===== src/rtl/display_scan.sv =====
// Binary-to-BCD display driver: a double-dabble engine fills the digit latches,
// and a free-running scanner multiplexes them onto one BCD bus.
module display_scan #(
  parameter int DIGITS      = 4,
  parameter int BIN_W       = 14,
  parameter int REFRESH_DIV = 50000
) (
  input  logic              clk,
  input  logic              rst_n,
  input  logic [BIN_W-1:0]  value,
  input  logic              load,
  input  logic              blank_zeros,
  output logic              busy,
  output logic              overflow,
  output logic [3:0]        data,
  output logic [DIGITS-1:0] digit_en
);

  localparam int NIB   = DIGITS + 1;
  localparam int BCD_W = 4 * NIB;
  localparam int CNT_W = $clog2(BIN_W + 1);
  localparam int PRE_W = $clog2(REFRESH_DIV);
  localparam int IDX_W = (DIGITS > 1) ? $clog2(DIGITS) : 1;
  localparam int unsigned MAX_VAL = 32'(10 ** DIGITS - 1);

  typedef enum logic [1:0] {
    IDLE  = 2'd0,
    SHIFT = 2'd1,
    DONE  = 2'd2
  } state_e;

  state_e              state_q, state_d;
  logic [BIN_W-1:0]    bin_q, bin_d;
  logic [BCD_W-1:0]    bcd_q, bcd_d;
  logic [CNT_W-1:0]    cnt_q, cnt_d;
  logic                ovf_pend_q, ovf_pend_d;
  logic                busy_q, busy_d;
  logic                overflow_q, overflow_d;
  logic [3:0]          lat_q [DIGITS];
  logic [3:0]          lat_d [DIGITS];
  logic [PRE_W-1:0]    pre_q, pre_d;
  logic [IDX_W-1:0]    idx_q, idx_d;
  logic [DIGITS-1:0]   digit_en_q, digit_en_d;
  logic [3:0]          data_q, data_d;

  logic [BCD_W-1:0]    bcd_adj_s;
  logic [3:0]          nib_s;
  logic                lead_s;

  // Next-state logic for the conversion FSM and the display scanner
  always_comb begin
    state_d    = state_q;
    bin_d      = bin_q;
    bcd_d      = bcd_q;
    cnt_d      = cnt_q;
    ovf_pend_d = ovf_pend_q;
    busy_d     = busy_q;
    overflow_d = overflow_q;
    lat_d      = lat_q;
    bcd_adj_s  = bcd_q;
    nib_s      = 4'h0;
    lead_s     = 1'b1;

    case (state_q)
      IDLE: begin
        if (load) begin
          bin_d      = value;
          bcd_d      = {BCD_W{1'b0}};
          cnt_d      = CNT_W'(BIN_W);
          // Overflow is judged on the captured value, independent of BCD width.
          ovf_pend_d = (32'(value) > MAX_VAL);
          busy_d     = 1'b1;
          state_d    = SHIFT;
        end else begin
          state_d    = IDLE;
        end
      end
      SHIFT: begin
        for (int i = 0; i < NIB; i++) begin
          nib_s = bcd_q[4*i +: 4];
          if (nib_s >= 4'd5) begin
            bcd_adj_s[4*i +: 4] = nib_s + 4'd3;
          end else begin
            bcd_adj_s[4*i +: 4] = nib_s;
          end
        end
        bcd_d = {bcd_adj_s[BCD_W-2:0], bin_q[BIN_W-1]};
        bin_d = {bin_q[BIN_W-2:0], 1'b0};
        cnt_d = cnt_q - CNT_W'(1);
        if (cnt_q == CNT_W'(1)) begin
          state_d = DONE;
        end else begin
          state_d = SHIFT;
        end
      end
      DONE: begin
        overflow_d = ovf_pend_q;
        busy_d     = 1'b0;
        state_d    = IDLE;
        // Walk from the top digit down; blanking stops at the first nonzero nibble.
        for (int i = DIGITS - 1; i >= 0; i--) begin
          nib_s = bcd_q[4*i +: 4];
          if (ovf_pend_q) begin
            lat_d[i] = 4'hF;
          end else if (blank_zeros && lead_s && (nib_s == 4'h0) && (i != 0)) begin
            lat_d[i] = 4'hF;
          end else begin
            lat_d[i] = nib_s;
            lead_s   = 1'b0;
          end
        end
      end
      default: begin
        busy_d  = 1'b0;
        state_d = IDLE;
      end
    endcase

    if (pre_q == PRE_W'(REFRESH_DIV - 1)) begin
      pre_d = {PRE_W{1'b0}};
      if (idx_q == IDX_W'(DIGITS - 1)) begin
        idx_d = {IDX_W{1'b0}};
      end else begin
        idx_d = idx_q + IDX_W'(1);
      end
    end else begin
      pre_d = pre_q + PRE_W'(1);
      idx_d = idx_q;
    end
    digit_en_d = DIGITS'(1) << idx_d;
    data_d     = lat_q[idx_d];
  end

  // State registers; reset blanks the display and aborts any conversion
  always_ff @(posedge clk or negedge rst_n) begin
    if (!rst_n) begin
      state_q    <= IDLE;
      bin_q      <= {BIN_W{1'b0}};
      bcd_q      <= {BCD_W{1'b0}};
      cnt_q      <= {CNT_W{1'b0}};
      ovf_pend_q <= 1'b0;
      busy_q     <= 1'b0;
      overflow_q <= 1'b0;
      for (int i = 0; i < DIGITS; i++) begin
        lat_q[i] <= 4'hF;
      end
      pre_q      <= {PRE_W{1'b0}};
      idx_q      <= {IDX_W{1'b0}};
      digit_en_q <= DIGITS'(1);
      data_q     <= 4'hF;
    end else begin
      state_q    <= state_d;
      bin_q      <= bin_d;
      bcd_q      <= bcd_d;
      cnt_q      <= cnt_d;
      ovf_pend_q <= ovf_pend_d;
      busy_q     <= busy_d;
      overflow_q <= overflow_d;
      lat_q      <= lat_d;
      pre_q      <= pre_d;
      idx_q      <= idx_d;
      digit_en_q <= digit_en_d;
      data_q     <= data_d;
    end
  end

  assign busy     = busy_q;
  assign overflow = overflow_q;
  assign data     = data_q;
  assign digit_en = digit_en_q;

endmodule


===== config.mk =====
export PLATFORM = sky130hd
export DESIGN_NAME = display_scan
export DESIGN_NICKNAME = d
export VERILOG_FILES = /design/src/rtl/display_scan.sv
export SDC_FILE = /design/constraint.sdc
export NUM_CORES = 1
export LEC_CHECK = 0
export CAP_MARGIN = 5
export CORE_MARGIN = 5
export CORE_UTILIZATION = 55
export DETAILED_ROUTE_END_ITERATION = 12
export GPL_ROUTABILITY_DRIVEN = 0
export PLACE_DENSITY = 0.73
export SLEW_MARGIN = 20
export SYNTH_ARGS = -nofsm -noshare
export SYNTH_HDL_FRONTEND = slang
export SYNTH_SLANG_ARGS = --single-unit

===== constraint.sdc =====
create_clock -name clk -period 3.1 [get_ports clk]
set_clock_uncertainty 0.15 [all_clocks]
set_input_delay 0.775 -clock clk [delete_from_list [all_inputs] [get_ports clk]]
set_output_delay 0.775 -clock clk [all_outputs]
set_load 0.05 [all_outputs]

==> flow_summary.toml <==
[critical_path]
path_max_fanout = 1
end_kind = "output pin"
crit_buf_inv = 1
cpMaxStageDelayCell = "clkdlybuf4s50_1"
critPathArrivalTime_ns = 1.65
cp_slowest_stage_delay_ns = 0.79
crit_path_start_kind = "flop"
crit_chain = "clkdlybuf4s50_1"
cp_top_family = "buffers and inverters"
path_class = "reg2out"
worstPathRequired_ns = 2.17

[grt]
track_usage_pct = 19.0
grt_first_pass_wirelength_mm = 12.9
grt.overflow.total = 0
antenna_found_initial = 0
grt_max_degree = 44
grt_pass1_vias = 2665

[sta]
drv_slew = 0
rsz0062_at_grt = "false"
setup_tns_ns = 0
worst-slew-pin-transition_ns = 0.757
setup_viol = 0
fin_crit_ns = 2.58
hold_violations = 0
max_freq_ghz = 0.388
finalCritPeriodShare_pct = 83.1
timing.slew.headroom_pct = 49.3

[synth]
yosysTopAreaCell = "dfrtp_1"
yosys_register_bits = 81
synthFlopType = "dfrtp_1"
synth_most_common_cell = "dfrtp_1"
yosys.cell_types.count = 41
synth_top_cell_area_share_pct = 39.6
synth_mux_area_share_pct = 0.989
synthXorXnorAreaFrac_pct = 3.92
ys_async_sr_fraction_pct = 100
yosys-top-cells-count = "60 x dfrtp_1, 49 x nand2_1, 39 x nor2_1"
synth.cell_area_sq_um = 3790
synthAdderAreaFrac_pct = 4.95
synth_compound_area_share_pct = 15.2
yosysSeqAreaShare_pct = 54.1
synth_area_leaders = "dfrtp_1 40%, dfstp_2 15%, ha_1 4.9%"
ys_warn_count = 0
syn_nets = 406
yosys.area_share.simple_pct = 17.2
synth_top_family_by_area = "simple AND/OR/NAND/NOR gates"
synth_area_per_cell_sq_um = 10.2
synthCells = 373
synth_edf_count = 0

[clocking]
clkSinkCount = 81
cts_resized = 0
cts_made_buffers = 9
post-cts-setup-buffers = 0
hold_buffers = 0
clk_pin_slew_ns = 0.08
clk_path_buf_depth = 2
cts_tree = "done"
h-tree-depth = 3
clock_latency_ns = 0.35
clock-root-buffer = "clkbuf_8"

[floorplan]
num_rows = 30
die_y_microns = 93.1
die_width_microns = 93.1
start_util_pct = 56.2
ioPinCount = 28
core_sq_um = 6760
dieArea_sq_um = 8660

[power]
clkPwrFrac_pct = 19.0
p_seq_share_pct = 45.3
internal_power_mw = 2.49
swShare_pct = 37.4
pwr-share-comb_pct = 35.7
irDropWorstVdd_uv = 514
p_sw_mw = 1.49
power.leakage_nw = 1.87
powerDensity_nw_per_um2 = 914

[route]
wl_met2_mm = 3.42
viasPerCell = 5.83
highest_layer = "met4"
wl_mm = 7.36
drt_first_pass_iters = 4
antenna_left = 0
dr_wl_met3_microns = 387
drt-met1-wl_mm = 3.46
wl_per_cell_microns = 15.1
drc = 0
vias = 2845
drtIter0Drc = 98

[finish]
layout.nets = 436
regArea_sq_um = 2050
drive_gt1_share_pct = 12.3
fin_area_sq_um = 4350
area_growth_pct = 14.7
nFillCells = 550
num_antenna_cells = 0
fin_cells = 488
multi_input_area_sq_um = 1610

[status]
status = "completed"

[place]
dpl_cell_area_sq_um = 4160
dp_hpwl_mm = 5.18
port_buffers = 27
dp.cells = 472

[hold_path]
hp-class = "in2async"

[flow_run]
max_cap_viol_count = 0
flip-flops by register name, indices dropped and copies added, names as in the netlist:
name / cells
busy: 1
data: 4
state_q: 2
cnt_q: 4
idx_q: 2
bcd_q: 16
overflow: 1
digit_en: 4
bin_q: 14
ovf_pend_q: 1
pre_q: 16
lat_q: 16
final cells by class:
| cell class | instances | share of cell area (%) |
|---|---|---|
| clock inverter | 2 | 0.230 |
| inverter | 15 | 1.29 |
| multi-input combinational | 262 | 37.1 |
| tap | 80 | 2.30 |
| clock buffer | 14 | 4.26 |
| sequential | 81 | 47.2 |
| timing repair buffer | 34 | 7.65 |
metrics by stage:
step / power [mW] / utilization, % / hold slack (ns) / worst slack, ns
finish: 3.98 / 64.4 / 0.245 / 0.523
global route: 4.28 / 64.4 / 0.288 / 0.463
CTS: 3.99 / 64.4 / 0.264 / 0.506
detailed placement: 3.23 / 61.5 / 0.314 / 0.439
global placement: 3.17 / 61.5 / 0.313 / 0.499
floorplan: 2.81 / - / 0.289 / 1.09
cell usage in the layout (no fill, tap or decap), types with 2 or more instances in the layout:
cell | Yosys | routed
xor2_1 | 7 | 7
nand2_1 | 49 | 49
dfstp_2 | 21 | 21
clkbuf_1 | 10 | 3
nor3_1 | 2 | 2
xnor2_1 | 10 | 10
o31ai_1 | 6 | 6
nor2_1 | 39 | 39
nand4_1 | 3 | 3
a32o_1 | 4 | 4
a31oi_1 | 14 | 14
dfrtp_1 | 60 | 60
nand2b_1 | 6 | 5
o32ai_1 | 2 | 2
clkbuf_16 | 0 | 2
and3_1 | 3 | 3
ha_1 | 15 | 15
a22oi_1 | 5 | 5
clkdlybuf4s50_1 | 0 | 26
nand3_1 | 17 | 17
buf_4 | 0 | 7
o22a_1 | 12 | 12
clkinv_2 | 0 | 2
nor4_1 | 2 | 2
a21oi_1 | 23 | 23
or3_1 | 3 | 3
nor3b_1 | 3 | 2
and4bb_1 | 2 | 2
clkbuf_8 | 0 | 9
mux2i_2 | 2 | 2
o21ai_0 | 21 | 21
nor2b_1 | 2 | 2
inv_1 | 14 | 14
cells by family (layout without fill, tap and decap cells):
kind of cell	Yosys count	after routing
flip-flops	81	81
AND/OR/NAND/NOR	137	137
adder cells (fa/ha/maj)	15	15
XOR/XNOR	17	17
multiplexers	3	3
buffers and inverters	30	65
AO/OA/AOI/OAI	90	90
worst paths after layout:
check	cells past startpoint	slack, ns	to	from
max in group asynchronous	2	1.96	bcd_q[7]	rst_n
min in group clk	2	0.33	data[2]	lat_q[6]
max	1	0.52	digit_en[0]	digit_en[0]
min	1	0.24	pre_q[7]	rst_n
max reg2reg	7	0.76	data[1]	pre_q[0]
min reg2reg	2	0.33	data[2]	lat_q[6]
power groups by stage:
stage                     Clock [mW]  Combinational (mW)  Sequential (mW)
after global routing           0.820                1.61             1.85
final                          0.755                1.42             1.80
after detailed placement           0                1.42             1.81
after floorplan                    0               0.953             1.85
after CTS                      0.766                1.43             1.79
after global placement             0                1.37             1.80
routing by layer:
layer | vias up | GRT usage [%]
met5 | - | 0
met4 | 0 | 8.79
met3 | 10 | 3.94
met2 | 66 | 29.2
met1 | 1393 | 26.0
li1 | 1376 | -
(Power assumes the default switching activity.)
==> edit: new RTL, same flow settings <==
Set the parameter `DIGITS` to 3 (it was 4).
--- a/src/rtl/display_scan.sv
+++ b/src/rtl/display_scan.sv
@@ -3,3 +3,3 @@
 module display_scan #(
-  parameter int DIGITS      = 4,
+  parameter int DIGITS      = 3,
   parameter int BIN_W       = 14,
Ports: changed (resized digit_en); port bits go from 28 to 27. No check against the original RTL was run, so the function may have changed too.
==> edit against the original RTL <==
  * Design area is 7.3% lower
  * Worst setup slack improved by 0.013 ns
  * Total power is 15% lower
  * Combinational power shrank 16%
  * Wire length fell by 8.8%
  * Sequential cell count down 9
  * Utilization decreased by 0.50 points
  * Sequential power fell by 14%
  * Sequential share of layout area shrank 2.0 points
  * Area after synthesis shrank 6.2%
  * Cell count fell by 3.5%
  * Critical path depth stayed put
==> edit: results (changes against the original RTL) <==
<table>
<tr><th>Metric</th><th>Value</th></tr>
<tr><th colspan="2">Logic synthesis</th></tr>
<tr><td>Mux share of post-synthesis cell area</td><td>1.160% (was 0.9891%)</td></tr>
<tr><td>Flop and latch count out of synthesis</td><td>72 (was 81)</td></tr>
<tr><td>Distinct cells, synth</td><td>52 (was 41)</td></tr>
<tr><td>Top cells by count, synth</td><td>55 x sky130_fd_sc_hd__dfrtp_1, 51 x sky130_fd_sc_hd__nand2_1, 49 x sky130_fd_sc_hd__nor2_1 (was 60 x sky130_fd_sc_hd__dfrtp_1, 49 x sky130_fd_sc_hd__nand2_1, 39 x sky130_fd_sc_hd__nor2_1)</td></tr>
<tr><th colspan="2">Power</th></tr>
<tr><td>VDD IR-drop max</td><td>0.5708 mV (was 0.5136 mV)</td></tr>
<tr><th colspan="2">Cells and area</th></tr>
<tr><td>Total area of multi-input combinational cells</td><td>1607 um2 (was 1614 um2)</td></tr>
<tr><td>Proportion of layout cells with a drive suffix above 1</td><td>11.42% (was 12.25%)</td></tr>
<tr><td>Number of fillers in the final layout</td><td>549 (was 550)</td></tr>
<tr><td>Sequential share of cell area</td><td>45.18% (was 47.18%)</td></tr>
<tr><td>Multi-In Gates</td><td>264 (was 262)</td></tr>
<tr><td># clk buffers</td><td>11 (was 14)</td></tr>
<tr><td>Largest registers in the final layout</td><td>pre_q: 16 flops, bin_q: 14 flops (was bcd_q: 16 flops, lat_q: 16 flops, pre_q: 16 flops)</td></tr>
<tr><td>Final net count</td><td>419 (was 436)</td></tr>
<tr><th colspan="2">GRT</th></tr>
<tr><td>GR Util All Layers</td><td>17.23% (was 19.01%)</td></tr>
<tr><td>Via count of the first global-routing pass</td><td>2513 (was 2665)</td></tr>
<tr><th colspan="2">Critical path</th></tr>
<tr><td>Register-to-Register Path Depth</td><td>5 (was 7)</td></tr>
<tr><td>Worst R2R End</td><td>data[0] (was data[1])</td></tr>
<tr><td>Register-to-register path setup slack</td><td>1.19 ns (was 0.76 ns)</td></tr>
<tr><th colspan="2">Placed design</th></tr>
<tr><td>Half-perimeter wire length of the detailed placement result</td><td>4642 um (was 5177 um)</td></tr>
<tr><td>Placed cell area</td><td>3872 um2 (was 4156 um2)</td></tr>
<tr><td>Worst setup timing slack at the placement stage</td><td>0.5816 ns (was 0.4392 ns)</td></tr>
<tr><td>Count of buffers inserted at the top-level ports</td><td>26 (was 27)</td></tr>
<tr><th colspan="2">Status</th></tr>
<tr><td>Status</td><td>complete, no violations (unchanged)</td></tr>
<tr><th colspan="2">Route</th></tr>
<tr><td>Number of detailed-route iterations in the first pass</td><td>6 (was 4)</td></tr>
<tr><td>Wirelength per Cell</td><td>14.24 um (was 15.07 um)</td></tr>
<tr><th colspan="2">Timing</th></tr>
<tr><td>Minimum hold slack</td><td>0.3025 ns (was 0.2446 ns)</td></tr>
</table>
-- edit: changes by cell type in the layout (fill, tap and decap cells not counted), sizes merged, moves of 5 or more --
cell   delta
nor2     +10
nor4      +5
o21ai     +5
o22a      -5
nand3    -10
dfrtp     -5
a21oi    -14
-- edit: how the worst max path moves through the flow --
| stage | from | endpoint | slack, ns | cells past startpoint |
|---|---|---|---|---|
| final | data[2] | data[2] | 0.54 | 1 |
| after global routing | data[3] | data[3] | 0.49 | 1 |
| after CTS | data[2] | data[2] | 0.51 | 1 |
| after detailed placement | load | bin_q[7] | 0.58 | 7 |
| after global placement | load | bin_q[7] | 0.64 | 7 |
| after floorplan | pre_q[0] | data[0] | 1.28 | 7 |
-- edit: routing by layer --
layer  part of all wire [%]  track usage, %  routed length, um
met1                     50           24.81               3358
met3                    3.8           3.083                256
met5                      0               0                  0
met4                    1.6           7.444                109
met2                     44           25.49               2980
-- edit: power by group --
group | internal, mW | switching, mW
combinational | 0.532 | 0.655
sequential | 1.29 | 0.259
clock | 0.303 | 0.331
